`config.mk`:
```
export PLATFORM = sky130hd
export DESIGN_NAME = btb_predictor
export DESIGN_NICKNAME = d
export VERILOG_FILES = /design/src/rtl/btb_predictor.sv
export SDC_FILE = /design/constraint.sdc
export NUM_CORES = 2
export LEC_CHECK = 0
export BUFFER_PORTS_ARGS = -buffer_cell sky130_fd_sc_hd__buf_2
export CORE_MARGIN = 2
export CORE_UTILIZATION = 44
export DETAILED_ROUTE_END_ITERATION = 10
export GPL_TIMING_DRIVEN = 0
export PLACE_DENSITY = 0.6
export SETUP_SLACK_MARGIN = 0.1
export SLEW_MARGIN = 20
export SYNTH_ARGS = -nofsm -noshare
export SYNTH_HDL_FRONTEND = slang
export SYNTH_SLANG_ARGS = --single-unit
```
`constraint.sdc`:
```
create_clock -name clk -period 10.1 [get_ports clk]
set_clock_uncertainty 0.2 [all_clocks]
set_input_delay 0.505 -clock clk [delete_from_list [all_inputs] [get_ports clk]]
set_output_delay 0.505 -clock clk [all_outputs]
set_load 0.03 [all_outputs]
```
`src/rtl/btb_predictor.sv`:
```
// Direct-mapped branch target buffer with 2-bit direction counters.
// Supplies a combinational next-PC prediction for the fetch PC and
// resolves branches from execute. On a misprediction it raises a
// same-cycle redirect (jump_en / pc_jump_addr) that also flushes the pipe.
//
// Execute-side contract: the ex_* bundle is sampled only when ex_valid is
// high. There is no back-pressure; every valid bundle is resolved and
// trained in the cycle it is presented. While rst is high the bundle is
// ignored entirely (no redirect, no table write, no statistics).

module btb_predictor #(
    parameter int ENTRIES = 16
) (
    input  logic        clk,
    input  logic        rst,

    // fetch-side lookup
    input  logic [31:0] pc,
    output logic [31:0] btb_target_pc,
    output logic        btb_pc_valid,
    output logic        btb_pc_predictTaken,

    // execute-side resolution
    input  logic        ex_valid,
    input  logic [31:0] ex_pc,
    input  logic        ex_is_branch,
    input  logic        ex_taken,
    input  logic [31:0] ex_target,
    input  logic        ex_pred_taken,
    input  logic [31:0] ex_pred_target,

    // redirect to fetch
    output logic        jump_en,
    output logic [31:0] pc_jump_addr,

    // statistics
    output logic [31:0] branch_count,
    output logic [31:0] mispredict_count
);

    localparam int IDX   = (ENTRIES > 1) ? $clog2(ENTRIES) : 1;
    localparam int TAG_W = 32 - IDX - 2;

    // Counter values used when allocating and after reset.
    localparam logic [1:0] CTR_RESET = 2'b01;
    localparam logic [1:0] CTR_ALLOC = 2'b10;
    localparam logic [1:0] CTR_MAX   = 2'b11;
    localparam logic [1:0] CTR_MIN   = 2'b00;

    // ------------------------------------------------------------------
    // Table storage
    // ------------------------------------------------------------------
    logic             valid_q  [ENTRIES];
    logic [TAG_W-1:0] tag_q    [ENTRIES];
    logic [31:0]      target_q [ENTRIES];
    logic [1:0]       ctr_q    [ENTRIES];

    // Word-offset bits of the PCs never select anything in the table.
    logic unused_pc_bits;
    assign unused_pc_bits = ^{pc[1:0], ex_pc[1:0]};

    // ------------------------------------------------------------------
    // Fetch lookup (combinational, reads pre-update contents)
    // ------------------------------------------------------------------
    logic [IDX-1:0]   fetch_idx;
    logic [TAG_W-1:0] fetch_tag;
    logic             fetch_hit;

    assign fetch_idx = pc[IDX+1:2];
    assign fetch_tag = pc[31:IDX+2];

    // Hit detection and prediction outputs; a miss falls through to pc+4.
    always_comb begin
        fetch_hit           = valid_q[fetch_idx] && (tag_q[fetch_idx] == fetch_tag);
        btb_pc_valid        = fetch_hit;
        btb_pc_predictTaken = fetch_hit && ctr_q[fetch_idx][1];
        btb_target_pc       = fetch_hit ? target_q[fetch_idx] : (pc + 32'd4);
    end

    // ------------------------------------------------------------------
    // Execute resolution (combinational)
    // ------------------------------------------------------------------
    logic [IDX-1:0]   ex_idx;
    logic [TAG_W-1:0] ex_tag;
    logic             ex_hit;
    logic             ex_mispredict;
    logic             ex_active;

    assign ex_idx    = ex_pc[IDX+1:2];
    assign ex_tag    = ex_pc[31:IDX+2];
    assign ex_active = ex_valid && !rst;

    // Decide whether the fetch-time guess was wrong and where fetch must go.
    always_comb begin
        ex_hit = valid_q[ex_idx] && (tag_q[ex_idx] == ex_tag);

        if (ex_is_branch) begin
            // Wrong direction, or right direction but wrong taken target.
            ex_mispredict = (ex_pred_taken != ex_taken) ||
                            (ex_taken && (ex_pred_target != ex_target));
        end else begin
            // A non-branch that was predicted taken hit a stale/aliased entry.
            ex_mispredict = ex_pred_taken;
        end

        jump_en      = ex_active && ex_mispredict;
        pc_jump_addr = 32'd0;
        if (jump_en) begin
            pc_jump_addr = (ex_is_branch && ex_taken) ? ex_target : (ex_pc + 32'd4);
        end
    end

    // ------------------------------------------------------------------
    // Table training
    // ------------------------------------------------------------------
    // Reset clears the table; otherwise train the entry addressed by ex_pc.
    always_ff @(posedge clk) begin
        if (rst) begin
            for (int i = 0; i < ENTRIES; i++) begin
                valid_q[i]  <= 1'b0;
                tag_q[i]    <= '0;
                target_q[i] <= 32'd0;
                ctr_q[i]    <= CTR_RESET;
            end
        end else if (ex_valid) begin
            if (ex_is_branch) begin
                if (ex_hit) begin
                    if (ex_taken) begin
                        if (ctr_q[ex_idx] != CTR_MAX) begin
                            ctr_q[ex_idx] <= ctr_q[ex_idx] + 2'd1;
                        end
                        target_q[ex_idx] <= ex_target;
                    end else begin
                        if (ctr_q[ex_idx] != CTR_MIN) begin
                            ctr_q[ex_idx] <= ctr_q[ex_idx] - 2'd1;
                        end
                    end
                end else if (ex_taken) begin
                    // Allocate over whatever occupied this slot, weakly taken.
                    valid_q[ex_idx]  <= 1'b1;
                    tag_q[ex_idx]    <= ex_tag;
                    target_q[ex_idx] <= ex_target;
                    ctr_q[ex_idx]    <= CTR_ALLOC;
                end
            end else if (ex_pred_taken && ex_hit) begin
                // Entry steered a non-branch; drop it so it stops redirecting.
                valid_q[ex_idx] <= 1'b0;
            end
        end
    end

    // ------------------------------------------------------------------
    // Statistics
    // ------------------------------------------------------------------
    // Free-running counters of resolved branches and issued redirects.
    always_ff @(posedge clk) begin
        if (rst) begin
            branch_count     <= 32'd0;
            mispredict_count <= 32'd0;
        end else begin
            if (ex_valid && ex_is_branch) begin
                branch_count <= branch_count + 32'd1;
            end
            if (jump_en) begin
                mispredict_count <= mispredict_count + 32'd1;
            end
        end
    end

endmodule

```
# [After elaboration in Yosys (flattened, before gate mapping)]
# Memories as Yosys holds them, arrays and structs flattened.
# Cells that the tools add are included.
[totals] output_inout_bits=131 n_memories=4 ramBits=976 reg_bits=64 inputBits=134
[classes] eq_ne=5 n_reduce_logical=16 n_addsub=6 mux=52 bitwise=4
[memory_table] name="target_q" words=16 word_bits=32 read_ports=1 rd_clocked_by_memory_dff=0 wr=16 line_no="55" text="logic [31:0] target_q [ENTRIES];"
[memory_table] name="tag_q" words=16 word_bits=26 read_ports=2 rd_clocked_by_memory_dff=0 wr=16 line_no="54" text="logic [TAG_W-1:0] tag_q [ENTRIES];"
[memory_table] name="ctr_q" words=16 word_bits=2 read_ports=2 rd_clocked_by_memory_dff=0 wr=16 line_no="56" text="logic [1:0] ctr_q [ENTRIES];"
[memory_table] name="valid_q" words=16 word_bits=1 read_ports=2 rd_clocked_by_memory_dff=0 wr=16 line_no="53" text="logic valid_q [ENTRIES];"
[ops] cell="2-to-1 mux 32 bit" n=5
[ops] cell="adder 32 x 1 -> 32 bit, second input constant" n=2
[ops] cell="adder 32 x 3 -> 32 bit, second input constant" n=2
[ops] cell="== test 26 bit" n=2
[ops] cell="2-to-1 mux 1 bit" n=39
[ops] cell="inequality test 32 bit" n=1
[ops] cell="OR reduction 32 bit" n=1
[ops] cell="2-to-1 mux 26 bit" n=1
[ops] cell="OR reduction 26 bit" n=1
[ops] cell="2-to-1 mux 4 bit" n=4
[ops] cell="logical AND 1 bit" n=9
[ops] cell="2-to-1 mux 2 bit" n=3
[ops] cell="OR 1 bit" n=4
[ops] cell="adder 2 x 1 -> 2 bit, second input constant" n=1
[ops] cell="inequality test 2 bit, second input constant" n=1
[ops] cell="nonzero test 2 bit" n=1
[ops] cell="OR reduction 2 bit" n=1
[ops] cell="subtractor 2 x 1 -> 2 bit, second input constant" n=1
[ops] cell="logical NOT 1 bit" n=1
[ops] cell="logical OR 1 bit" n=1
[ops] cell="inequality test 1 bit" n=1
[ops] cell="OR reduction 1 bit" n=1

# [Depth between registers and ports, before layout]
# An unclocked memory read counts as a cell.
[logic_depth] ltp_word=13 ltp_mapped=17 depth_no_buf=9

# [Least setup slack after synthesis]
# Ideal clock, no wire load.
[synth_timing] kind="input to output" from="in pc[2]" to="out btb_target_pc[0]" path_stages=10 required_ns=9.395 setup_slack_ns=4.801 arrival_ns=4.594 path_cell_list="clkbuf_1 > buf_1 > mux4_2 > mux4_2 > xnor2_1 > nand4_1 > nor3_1 > nand3_1 > nor4_1 > mux2_2"
[synth_via] elab_chain_cells=4
[synth_lines] item="start: declaration" line_no="18" text="input logic [31:0] pc,"
[synth_lines] item="memory (16 x 26 bit)"
[synth_lines] item="== test 26 bit" line_no="74" text="fetch_hit = valid_q[fetch_idx] && (tag_q[fetch_idx] == fetch_tag);"
[synth_lines] item="logical AND 1 bit (*)" line_no="74"
[synth_lines] item="net btb_pc_valid" line_no="20" text="output logic btb_pc_valid,"
[synth_lines] item="2-to-1 mux 32 bit (*)" line_no="77" text="btb_target_pc = fetch_hit ? target_q[fetch_idx] : (pc + 32'd4);"
[synth_lines] item="end: declaration" line_no="19" text="output logic [31:0] btb_target_pc,"
# The timed path passes the listed nets; every way through them passes the cells marked *.

==> flow_summary.ini <==
[outcome]
status = finished clean

[final_layout]
final_common_cell = edfxtp_1
drive_gt1_share_pct = 22.3
syn2layout_area_growth_pct = 13.3
multi_input_area_um2 = 21600
fin_nets = 4328
layout_common_cells = edfxtp_1, and2_1, and3_1
fillers = 10500
seq_area_um2 = 30600
final_area_um2 = 61200

[timing]
fmax_mhz = 134
fin_crit_sh_pct = 74.0
tns_ps = 0
rsz0062_at_grt = false
final-hold-violation-count = 0
drv_slew = 0
period_needed_ps = 7480
maxSlewHeadroom_pct = 8.88
tightest_slew_ps = 1360
setup_viol = 0

[die]
start_util_pct = 44.4
ios = 265
core_area_um2 = 122000
die_x_um = 354
die_y_um = 354
die-area_um2 = 126000
num_rows = 128

[placement]
dpl-instance-area_um2 = 57400
portBuffers = 224
place.gp.congestion = 1.02
place_hpwl_mm = 157

[setup_path]
startpoint_type = input port
worst_ep_required_time_ps = 10370
criticalPathCategory = input port to flop
crit_fanout = 12
crit_path_frequent_cell = buf_2
cp_slowest_stage_delay_ps = 1030
crit_chain = buf_2 > buf_2 > buf_2 > buf_1 > mux4_2 > mux2i_1 > xnor2_1 > a21oi_1 > nand4_1 > a2111oi_0 > nand3_1 > buf_2 > buf_2 > clkbuf_1 > and3_1
cp-end-kind = flop
cp.arrival_ps = 7740
cp_slowest_cell = a2111oi_0

[yosys]
synth_area_um2 = 54000
async_flop_share_pct = 0
ys.warnings.count = 0
synth_ff_type = edfxtp_1
synth_edf_count = 976
ys_seq_elements = 1040
synthTopCellsByArea = edfxtp_1, mux4_2, and2_1, and3_1, dfxtp_1
syn_nets = 3972
syn_inst = 3831
synth_top_area_share_pct = 54.3
seq_area_frac_synth_pct = 56.7
synthDistinctLibCells = 67
synth_area_per_cell_um2 = 14.1
yosysTopAreaCell = edfxtp_1

[routing]
drt_first_pass_iters = 7
routed_wl_mm = 220
first_iter_violations = 5972
route.detailed.drc = 0
vias = 38700
antenna_left = 0
wl_per_cell_um = 37.2
avgViaCountPerCell = 6.53

[run]
cap_viol_max_count = 0

[global_routing]
grt_pass1_vias = 36800
grt-ovfl-total = 0
antenna_found_initial = 13
grt_max_degree = 33
grt_pass1_wl_mm = 297
grtUsageTotal_pct = 34.5

[power]
powerDensity_nw_per_um2 = 171
power_leakage_uw = 0.0225
peakVddDrop_v = 0.000146

[clock_tree]
postCtsSetupRepairBufs = 0
cts.clk_slew.worst_paths_ps = 60
clockBufferDepth = 3
cts_sinks = 1040
numCtsBuffers = 114
cts_max_level = 3
clk_latency_ps = 750
cts-root-buf = clkbuf_16
cts_tree = yes
holdBufCountCts = 0
cts_resized = 0

[worst_hold_path]
hold_path_class = input port to flop
## cells in the mapped netlist (10+ instances only)
cell type and instances:
or2_2 35, a32oi_1 17, buf_6 15, mux2i_1 69, buf_1 60, dfxtp_1 64, a22oi_1 22, a221oi_1 10
o21ai_0 16, clkbuf_1 333, a211oi_1 29, buf_2 19, mux4_2 380, nand2_1 96, nand3_1 60, and2_1 520
a21oi_1 54, nor3_1 55, mux2_2 39, nand4_1 37, nor2_1 122, and3_1 443, o21bai_1 16, nor4_1 17
xnor2_1 89, xor2_1 95, nor2b_1 13, or3_1 17, edfxtp_1 976, inv_1 15
## logic make-up after synthesis
logic type	share of synthesized area, %
AO/OA/AOI/OAI	2.76
flip-flops	56.7
multiplexers	18.4
adder cells (fa/ha/maj)	0.162
buffers and inverters	3.43
AND/OR/NAND/NOR	15.6
XOR/XNOR	3.02
## final timing paths
path,slack (ps),endpoint,startpoint,depth (start not counted)
worst max-delay path,2620,tag_q[2][22],ex_pc[3],15
worst max register to register,4460,tag_q[2][22],tag_q[3][18],11
worst min-delay path,120,mispredict_count[29],rst,3
worst min register to register,270,mispredict_count[31],mispredict_count[31],1
## flip-flops by register name, indices dropped and copies added, names as in the netlist
name,cells
target_q,512
ctr_q,32
mispredict_count,32
branch_count,32
tag_q,416
valid_q,16
## metrics by stage
step	power [uW]	utilization, %	hold slack (ps)	worst slack [ps]	instances
floorplan	5740	-	380	4800	3831
global placement	6260	46.9	247	1270	5680
detailed placement	6280	47.2	256	2330	5695
CTS	10400	50.2	116	3070	5909
global route	10600	50.2	156	2880	5911
finish	10400	50.2	119	2620	5928
## per-layer routing
layer / routed length (um) / vias to the layer above / share of wire, % / GRT usage [%]
met3: 26600 / 578 / 12 / 10.0
met4: 13400 / 8 / 6.1 / 17.7
met2: 99100 / 2839 / 45 / 52.6
li1: - / 15400 / - / -
met1: 81200 / 19900 / 37 / 44.9
met5: 90 / - / 0.041 / 0
## worst max-delay path: cells and delay by family
family                    cells  cell delay [ps]
buffers and inverters         7             3690
AOI/OAI and AO/OA             2             1380
and+or+nand+nor               3             1200
muxes                         2              640
xor gates and xnor gates      1              250
## power breakdown
part | internal [uW] | switching, uW
Clock | 2360 | 1840
Combinational | 434 | 804
Sequential | 4920 | 81.8
## layout make-up
cell class	count	area share, %
multi-input cells	2344	35.3
repair buffers	240	2.17
inverters	15	0.0921
well taps	1625	3.32
clock inverters	64	0.945
clock buffers	150	5.01
plain buffers	432	3.01
diodes	18	0.0737
flip-flops and latches	1040	50.0
Power figures use the tool's default switching activity.
